## src/rtl/bcd_square_seq.sv

```systemverilog
// Sequential BCD squarer: 3-digit BCD root in, 6-digit BCD square out.
// The datapath works in three phases. CONV turns the BCD root into binary,
// MUL squares it with a shift-add multiplier, and BCD turns the product back
// into BCD with double-dabble. Results appear on out_dec only when done pulses.
module bcd_square_seq (
  input  logic        clk,
  input  logic        rst_n,
  input  logic        start,
  input  logic [11:0] in_dec,
  output logic        ready,
  output logic        done,
  output logic [23:0] out_dec,
  output logic        err
);

  typedef enum logic [1:0] {
    IDLE,
    CONV,
    MUL,
    BCD
  } state_t;

  // Each phase ends when the counter reaches its last value.
  localparam logic [4:0] CONV_LAST = 5'd2;
  localparam logic [4:0] MUL_LAST  = 5'd9;
  localparam logic [4:0] BCD_LAST  = 5'd19;

  state_t      state;
  state_t      state_next;

  logic [11:0] in_q;
  logic [4:0]  cnt;
  logic [9:0]  bin;
  logic [19:0] mcand;
  logic [9:0]  mplier;
  logic [19:0] acc;
  logic [19:0] sh;
  logic [23:0] bcd;
  logic        inv_pend;

  logic        in_bad;
  logic [9:0]  bin_next;
  logic [19:0] acc_next;
  logic [23:0] bcd_adj;
  logic [43:0] dd_shift;

  // A request is rejected when any of the three nibbles is not a decimal digit.
  always_comb begin
    in_bad = (in_dec[11:8] > 4'd9) || (in_dec[7:4] > 4'd9) || (in_dec[3:0] > 4'd9);
  end

  // Arithmetic for one step of each phase.
  // CONV: bin*10 + next digit, where bin*10 is computed as bin*8 + bin*2.
  // MUL: add the shifted multiplicand when the current multiplier bit is set.
  // BCD: add 3 to every nibble that is 5 or more, then shift the whole
  //      BCD:binary register left by one bit.
  always_comb begin
    bin_next = (bin << 3) + (bin << 1) + {6'd0, in_q[11:8]};
    acc_next = acc + (mplier[0] ? mcand : 20'd0);
    bcd_adj  = bcd;
    for (int i = 0; i < 6; i++) begin
      if (bcd[4*i +: 4] >= 4'd5) begin
        bcd_adj[4*i +: 4] = bcd[4*i +: 4] + 4'd3;
      end
    end
    dd_shift = {bcd_adj, sh} << 1;
  end

  // State register.
  always_ff @(posedge clk or negedge rst_n) begin
    if (!rst_n) begin
      state <= IDLE;
    end else begin
      state <= state_next;
    end
  end

  // Next-state logic.
  // A rejected request never leaves IDLE. Its done pulse is produced by the
  // inv_pend flag in the datapath instead.
  always_comb begin
    state_next = state;
    case (state)
      IDLE: if (start && !in_bad) state_next = CONV;
      CONV: if (cnt == CONV_LAST) state_next = MUL;
      MUL:  if (cnt == MUL_LAST)  state_next = BCD;
      BCD:  if (cnt == BCD_LAST)  state_next = IDLE;
      default: state_next = IDLE;
    endcase
  end

  // Datapath and registered outputs.
  // ready is registered from the next state, so it is high in exactly the
  // cycles where the FSM sits in IDLE.
  // out_dec and err change only together with a done pulse.
  always_ff @(posedge clk or negedge rst_n) begin
    if (!rst_n) begin
      ready    <= 1'b1;
      done     <= 1'b0;
      out_dec  <= 24'h000000;
      err      <= 1'b0;
      in_q     <= 12'd0;
      cnt      <= 5'd0;
      bin      <= 10'd0;
      mcand    <= 20'd0;
      mplier   <= 10'd0;
      acc      <= 20'd0;
      sh       <= 20'd0;
      bcd      <= 24'd0;
      inv_pend <= 1'b0;
    end else begin
      ready    <= (state_next == IDLE);
      done     <= 1'b0;
      inv_pend <= 1'b0;
      if (inv_pend) begin
        done    <= 1'b1;
        err     <= 1'b1;
        out_dec <= 24'h000000;
      end
      case (state)
        IDLE: begin
          if (start) begin
            in_q     <= in_dec;
            cnt      <= 5'd0;
            bin      <= 10'd0;
            mcand    <= 20'd0;
            mplier   <= 10'd0;
            acc      <= 20'd0;
            sh       <= 20'd0;
            bcd      <= 24'd0;
            inv_pend <= in_bad;
          end
        end
        CONV: begin
          bin  <= bin_next;
          in_q <= in_q << 4;
          cnt  <= cnt + 5'd1;
          if (cnt == CONV_LAST) begin
            cnt    <= 5'd0;
            mcand  <= {10'd0, bin_next};
            mplier <= bin_next;
            acc    <= 20'd0;
          end
        end
        MUL: begin
          acc    <= acc_next;
          mcand  <= mcand << 1;
          mplier <= mplier >> 1;
          cnt    <= cnt + 5'd1;
          if (cnt == MUL_LAST) begin
            cnt <= 5'd0;
            sh  <= acc_next;
            bcd <= 24'd0;
          end
        end
        BCD: begin
          bcd <= dd_shift[43:20];
          sh  <= dd_shift[19:0];
          cnt <= cnt + 5'd1;
          if (cnt == BCD_LAST) begin
            cnt     <= 5'd0;
            out_dec <= dd_shift[43:20];
            done    <= 1'b1;
            err     <= 1'b0;
          end
        end
        default: cnt <= 5'd0;
      endcase
    end
  end

endmodule

```

## config.mk

```make
export PLATFORM = sky130hd
export DESIGN_NAME = bcd_square_seq
export DESIGN_NICKNAME = d
export VERILOG_FILES = /design/src/rtl/bcd_square_seq.sv
export SDC_FILE = /design/constraint.sdc
export NUM_CORES = 1
export LEC_CHECK = 0
export CORE_MARGIN = 1.5
export CORE_UTILIZATION = 60
export DETAILED_ROUTE_END_ITERATION = 10
export GPL_TIMING_DRIVEN = 0
export PLACE_DENSITY = 0.86
export SETUP_SLACK_MARGIN = 0.1
export SYNTH_ARGS = -nofsm -noshare
export SYNTH_HDL_FRONTEND = slang
export SYNTH_SLANG_ARGS = --single-unit
```

## constraint.sdc

```tcl
create_clock -name clk -period 2.8 [get_ports clk]
set_input_delay 0.56 -clock clk [delete_from_list [all_inputs] [get_ports clk]]
set_output_delay 0.56 -clock clk [all_outputs]
set_load 0.02 [all_outputs]
```

==> results of run 1 <==
-- sequential cells by signal, indices dropped and copies added (netlist names), 2 cells and up --
register / cells
acc: 20
bcd: 24
bin: 9
cnt: 5
in_q: 12
mcand: 20
mplier: 10
out_dec: 24
sh: 20
state: 2
-- synth_stat cells, types with 14 or more instances --
| cell | instances | area, um^2 |
|---|---|---|
| inv_1 | 35 | 131 |
| nor2_1 | 28 | 105 |
| a31oi_1 | 22 | 138 |
| nand3b_1 | 25 | 188 |
| clkbuf_1 | 35 | 131 |
| a21oi_1 | 56 | 280 |
| nand2b_1 | 14 | 87.6 |
| xor2_1 | 14 | 123 |
| nand3_1 | 16 | 80.1 |
| dfrtp_1 | 149 | 3730 |
| ha_1 | 52 | 651 |
| o21ai_0 | 115 | 576 |
| xnor2_1 | 19 | 166 |
| and2_1 | 24 | 150 |
| nand2_1 | 147 | 552 |
-- repair_timing --
item,4_1_cts,5_1_grt
gates cloned,0,0
hold buffers,0,0
setup buffers,1,4
resized for setup,13,26
pin swaps,1,10
setup endpoints to repair,18,22
-- worst max-delay path: stages (launching register included) --
cell and delay [ns]:
dfrtp_1 0.39, buf_4 0.17, and2_1 0.17, ha_1 0.27
a21o_1 0.19, and4_2 0.26, o211ai_1 0.20, o211ai_1 0.21
a31oi_2 0.34, mux2i_1 0.24, nand3_1 0.08
-- cell type report --
| type | count | area share, % |
|---|---|---|
| well taps | 176 | 2.28 |
| inverters | 36 | 1.40 |
| clock buffers | 20 | 4.72 |
| plain buffers | 47 | 2.15 |
| repair buffers | 47 | 4.93 |
| clock inverters | 12 | 1.56 |
| multi-input cells | 662 | 44.2 |
| flip-flops and latches | 150 | 38.8 |
-- cell families after synthesis --
logic type	after synthesis	share of synthesized area (%)
flops	150	45.4
xor+xnor	33	3.49
simple gates	297	17.8
mux	17	2.15
compound gates	260	18.5
fa+ha+maj	55	8.59
buf+inv	84	4.08
-- where the power goes --
group,internal (W),switching (W)
logic,0.000603,0.00115
clock network,0.00145,0.000925
registers,0.00246,0.000215
total,0.00451,0.00229
-- worst max-delay path by stage --
stage / endpoint / startpoint / slack, ns / cells after the start
2_1_floorplan: acc[18] / mplier[0] / 0.31 / 11
3_3_place_gp: out_dec[2] / rst_n / -4.82 / 1
3_5_place_dp: sh[14] / mplier[0] / -0.42 / 11
4_1_cts: sh[14] / mplier[0] / 0.07 / 12
5_1_grt: sh[17] / mplier[0] / 0.05 / 10
6_report: sh[17] / mplier[0] / 0.16 / 10
-- stage by stage --
| step | total power [W] | instance area, um^2 | util [%] | instances | setup WS (ns) |
|---|---|---|---|---|---|
| 2_1_floorplan | 0.00382 | 8270 | - | 896 | 0.308 |
| 6_report | 0.00680 | 9680 | 72.5 | 1150 | 0.161 |
| 3_3_place_gp | 0.00433 | 8900 | 66.7 | 1113 | -4.82 |
| 5_1_grt | 0.00713 | 9680 | 72.5 | 1150 | 0.0517 |
| 3_5_place_dp | 0.00440 | 8930 | 66.9 | 1114 | -0.419 |
| 4_1_cts | 0.00678 | 9580 | 71.8 | 1147 | 0.0704 |
-- routing by layer --
layer | wire length, um | up-vias | track usage, %
li1 | - | 3277 | -
met1 | 8750 | 3403 | 38.6
met2 | 9840 | 209 | 47.8
met3 | 914 | 44 | 5.85
met4 | 425 | 0 | 10.7
met5 | 0 | - | 0
==> results.sh, run 1 <==
export IMPL_cts_root_buf="clkbuf_16"
export IMPL_multiInputGateArea_um2=4280
export IMPL_hold_worst_slack_ns=0.0637
export IMPL_track_usage_pct=29.2
export IMPL_num_rows=42
export IMPL_avgSynthCellArea_um2=9.23
export IMPL_path_clk_slew_ns=0.06
export IMPL_setup_viol=0
export IMPL_synth_distinct_cells=56
export IMPL_yosysSeqAreaShare_pct=45.4
export IMPL_clk_latency_ns=0.44
export IMPL_powerDensity_nw_per_um2=703
export IMPL_nNetsFinal=1031
export IMPL_wl_mm=19.9
export IMPL_clock_skew_ns=0.00747
export IMPL_antennaDiodeCount=0
export IMPL_viasPerCell=6.03
export IMPL_syn_inst=896
export IMPL_tritoncts="done"
export IMPL_die_x_um=120
export IMPL_final_cell_mix="dfrtp_1 (149), nand2_1 (145), o21ai_0 (111), a21oi_1 (50), ha_1 (47)"
export IMPL_die_y_um=120
export IMPL_wl_per_cell_um=17.3
export IMPL_core_area_um2=13300
export IMPL_synth_ff_type="dfrtp_1"
export IMPL_synth_async_reset_ratio_pct=100
export IMPL_die_area_um2=14500
export IMPL_ys_seq_elements=150
export IMPL_drive_above_1_share_pct=8.93
export IMPL_synth_area_um2=8270
export IMPL_reg2reg_from="mplier[0]"
export IMPL_hpwlAfterDp_mm=13.8
export IMPL_end_kind="flip-flop"
export IMPL_final_seq_area_um2=3750
export IMPL_rsz0062_at_grt="yes"
export IMPL_worstRegToRegCells=10
export IMPL_cp_start_kind="flip-flop"
export IMPL_nFillCells=986
export IMPL_htreeDepth=4
export IMPL_clockBufferDepth=2
export IMPL_place_gp_congestion=0.901
export IMPL_r2r_end="sh[17]"
export IMPL_layout_min_cycle_time_ns=2.64
export IMPL_drt_iter0_markers=603
export IMPL_cp_arrival_ns=2.96
export IMPL_slew_violations=0
export IMPL_ioPinCount=42
export IMPL_yosys_warnings=0
export IMPL_antenna_found_initial=0
export IMPL_p_leak_nw=4.31
export IMPL_rrSetupSlack_ns=0.16
export IMPL_start_util_pct=62.0
export IMPL_worstMarginPinSlew_ns=0.629
export IMPL_finalHoldViolations=0
export IMPL_outcome="completed"
export IMPL_overflow=0
export IMPL_fmax_mhz=379
export IMPL_path_class="flip-flop to flip-flop"
export IMPL_post_route_period_util_pct=94.2
export IMPL_drc=0
export IMPL_grt_first_pass_wirelength_mm=33.2
export IMPL_grt_pass1_vias=6833
export IMPL_final_setup_tns_ns=0
export IMPL_synth_edf_count=0
export IMPL_cts_sinks=150
export IMPL_area_delta_synth_final_pct=17.0
export IMPL_port_buffers=41
export IMPL_vias=6933
export IMPL_ir_drop_mv=0.621
export IMPL_holdCritPathClass="primary input to async pin"
export IMPL_antenna_left=0
export IMPL_slew_headroom_pct=58.1
export IMPL_cp_required_ns=3.12
export IMPL_grt_start_max_net_pins=100
export IMPL_drt_first_pass_iters=6
export IMPL_final_common_cell="dfrtp_1"
export IMPL_cp_max_fo=10
export IMPL_cts_buffers=17
export IMPL_syn_nets=966
export IMPL_cap_violations=0
No activity file was read; power rests on OpenSTA's default activity.
==> run 2, diff against run 1 <==
--- a/config.mk
+++ b/config.mk
@@ -7,6 +7,7 @@
 export LEC_CHECK = 0
 export CORE_MARGIN = 1.5
 export CORE_UTILIZATION = 60
+export CTS_CLUSTER_SIZE = 25
 export DETAILED_ROUTE_END_ITERATION = 10
 export GPL_TIMING_DRIVEN = 0
 export PLACE_DENSITY = 0.86
==> constraint.sdc (replaced) <==
create_clock -name clk -period 2.55 [get_ports clk]
set_input_delay 0.51 -clock clk [delete_from_list [all_inputs] [get_ports clk]]
set_output_delay 0.51 -clock clk [all_outputs]
set_load 0.02 [all_outputs]
==> run 2 against run 1 <==
  * The flow now finishes with violations (setup timing)
  * Die area stayed put
  * Global-route usage is 0.45 points higher
  * Maximum frequency is 0.17% lower
  * Non-clock buffer count is 14 higher
  * Final cell count is 1.2% higher
  * Critical endpoint is now sh[18]
  * Largest cell class unchanged
==> results.sh, run 2 (synthesis gave the netlist of run 1 again) <==
export IMPL_outcome="complete, but fails checks"
export IMPL_violations="setup timing"
export IMPL_clock_skew_ns=0.00870
export IMPL_cp_max_fo=10
export IMPL_path_clk_slew_ns=0.06
export IMPL_core_area_um2=13300
export IMPL_drive_above_1_share_pct=14.3
export IMPL_place_gp_congestion=0.913
export IMPL_clockBufferDepth=2
export IMPL_die_y_um=120
export IMPL_startpoint="mplier[0]"
export IMPL_path_class="flip-flop to flip-flop"
export IMPL_wl_per_cell_um=18.1
export IMPL_final_seq_area_um2=3750
export IMPL_layout_min_cycle_time_ns=2.64
export IMPL_reg2reg_from="mplier[0]"
export IMPL_end_kind="flip-flop"
export IMPL_die_area_um2=14500
export IMPL_cts_root_buf="clkbuf_16"
export IMPL_tritoncts="done"
export IMPL_track_usage_pct=29.6
export IMPL_fmax_mhz=378
export IMPL_viasPerCell=6.10
export IMPL_grt_first_pass_wirelength_mm=33.9
export IMPL_worstRegToRegCells=12
export IMPL_crit_end="sh[18]"
export IMPL_power_total_w=0.00763
export IMPL_final_common_cell="dfrtp_1"
export IMPL_drt_first_pass_iters=8
export IMPL_cts_buffers=17
export IMPL_antennaDiodeCount=0
export IMPL_overflow=0
export IMPL_nNetsFinal=1045
export IMPL_slew_headroom_pct=57.8
export IMPL_grt_pass1_vias=7042
export IMPL_slew_violations=0
export IMPL_nFillCells=916
export IMPL_area_delta_synth_final_pct=22.6
export IMPL_cts_sinks=150
export IMPL_setup_slack_ns=-0.0931
export IMPL_ioPinCount=42
export IMPL_p_leak_nw=4.43
export IMPL_rsz0062_at_grt="yes"
export IMPL_wl_mm=21.1
export IMPL_hpwlAfterDp_mm=13.7
export IMPL_die_x_um=120
export IMPL_antenna_left=0
export IMPL_worstMarginPinSlew_ns=0.633
export IMPL_fin_util_pct=75.9
export IMPL_final_cell_mix="dfrtp_1 (149), nand2_1 (146), o21ai_0 (97), a21oi_1 (44), clkdlybuf4s50_1 (40)"
export IMPL_multiInputGateArea_um2=4580
export IMPL_reg_top3="bcd (24), out_dec (24)"
export IMPL_finalHoldViolations=0
export IMPL_grt_start_max_net_pins=96
export IMPL_cp_start_kind="flip-flop"
export IMPL_vias=7097
export IMPL_post_route_period_util_pct=104
export IMPL_cts_hold_buf=0
export IMPL_cp_required_ns=2.91
export IMPL_start_util_pct=62.0
export IMPL_setup_viol=8
export IMPL_r2r_end="sh[18]"
export IMPL_rrSetupSlack_ns=-0.09
export IMPL_num_rows=42
export IMPL_powerDensity_nw_per_um2=753
export IMPL_htreeDepth=4
export IMPL_antenna_found_initial=0
export IMPL_drt_iter0_markers=688
export IMPL_cp_arrival_ns=3.00
export IMPL_cap_violations=0
export IMPL_drc=0
export IMPL_ir_drop_mv=0.654
export IMPL_holdCritPathClass="primary input to async pin"
export IMPL_clk_latency_ns=0.43
export IMPL_port_buffers=41
-- run 2: cell count changes in the layout (fill, tap and decap cells not counted), sizes merged --
cell / before / now
clkbuf: 51 / 55
clkinvlp: 2 / 3
clkinv: 7 / 6
buf: 23 / 33
-- run 2: what timing repair did --
item,4_1_cts,5_1_grt
setup endpoints to repair,32,60
pin swaps,24,31
setup buffers,14,6
cloned,0,0
resized for setup,60,58
-- run 2: final cells by class --
cell class                 count  area share, %
clock inverter                12           1.48
tap                          176           2.17
sequential                   150           37.0
multi-input combinational    662           45.1
buffer                        47           2.43
clock buffer                  20           4.51
inverter                      36           1.33
timing repair buffer          61           5.89
-- run 2: per-stage QoR --
stage               hold slack (ns)   TNS, ns  area (um^2)  setup WS [ns]  std cells
floorplan                     0.214         0         8280          0.126        896
global placement              0.461   -752.44         8910          -5.01       1113
detailed placement            0.467     -5.61         8940         -0.408       1114
CTS                          0.0574  -0.00687         9890       -0.00687       1159
global route                 0.0723     -1.83        10100         -0.196       1164
finish                       0.0322    -0.333        10100        -0.0931       1164
-- run 2: layer usage --
layer,share of wire [%],GRT usage (%),vias to the layer above
met1,43,38.7,3504
met3,4.6,5.61,60
met4,3.5,10.7,0
met5,0,0,-
li1,-,-,3307
met2,49,49.4,226
-- run 2: worst min-delay path by stage --
stage / start / end / slack (ns)
floorplan: rst_n / acc[0] / 0.21
global placement: err / err / 0.46
detailed placement: err / err / 0.47
CTS: rst_n / mcand[12] / 0.06
global route: rst_n / mcand[12] / 0.07
finish: rst_n / mcand[12] / 0.03
-- run 2: power breakdown --
group	leakage, nW	switching [W]	total (W)	internal [W]
clock network	0.292	0.000999	0.00259	0.00159
logic	2.10	0.00133	0.00210	0.000772
registers	2.04	0.000241	0.00294	0.00270
-- run 2: critical path: stages, from the launching register on --
cell and delay, ns:
dfrtp_1 0.41, buf_8 0.15, and2_4 0.14, ha_4 0.16, fa_2 0.39, a21oi_4 0.22, o21ai_4 0.11, a211oi_2 0.21
buf_4 0.17, o211ai_1 0.11, xor2_1 0.15, nand2_1 0.15, a21oi_2 0.20
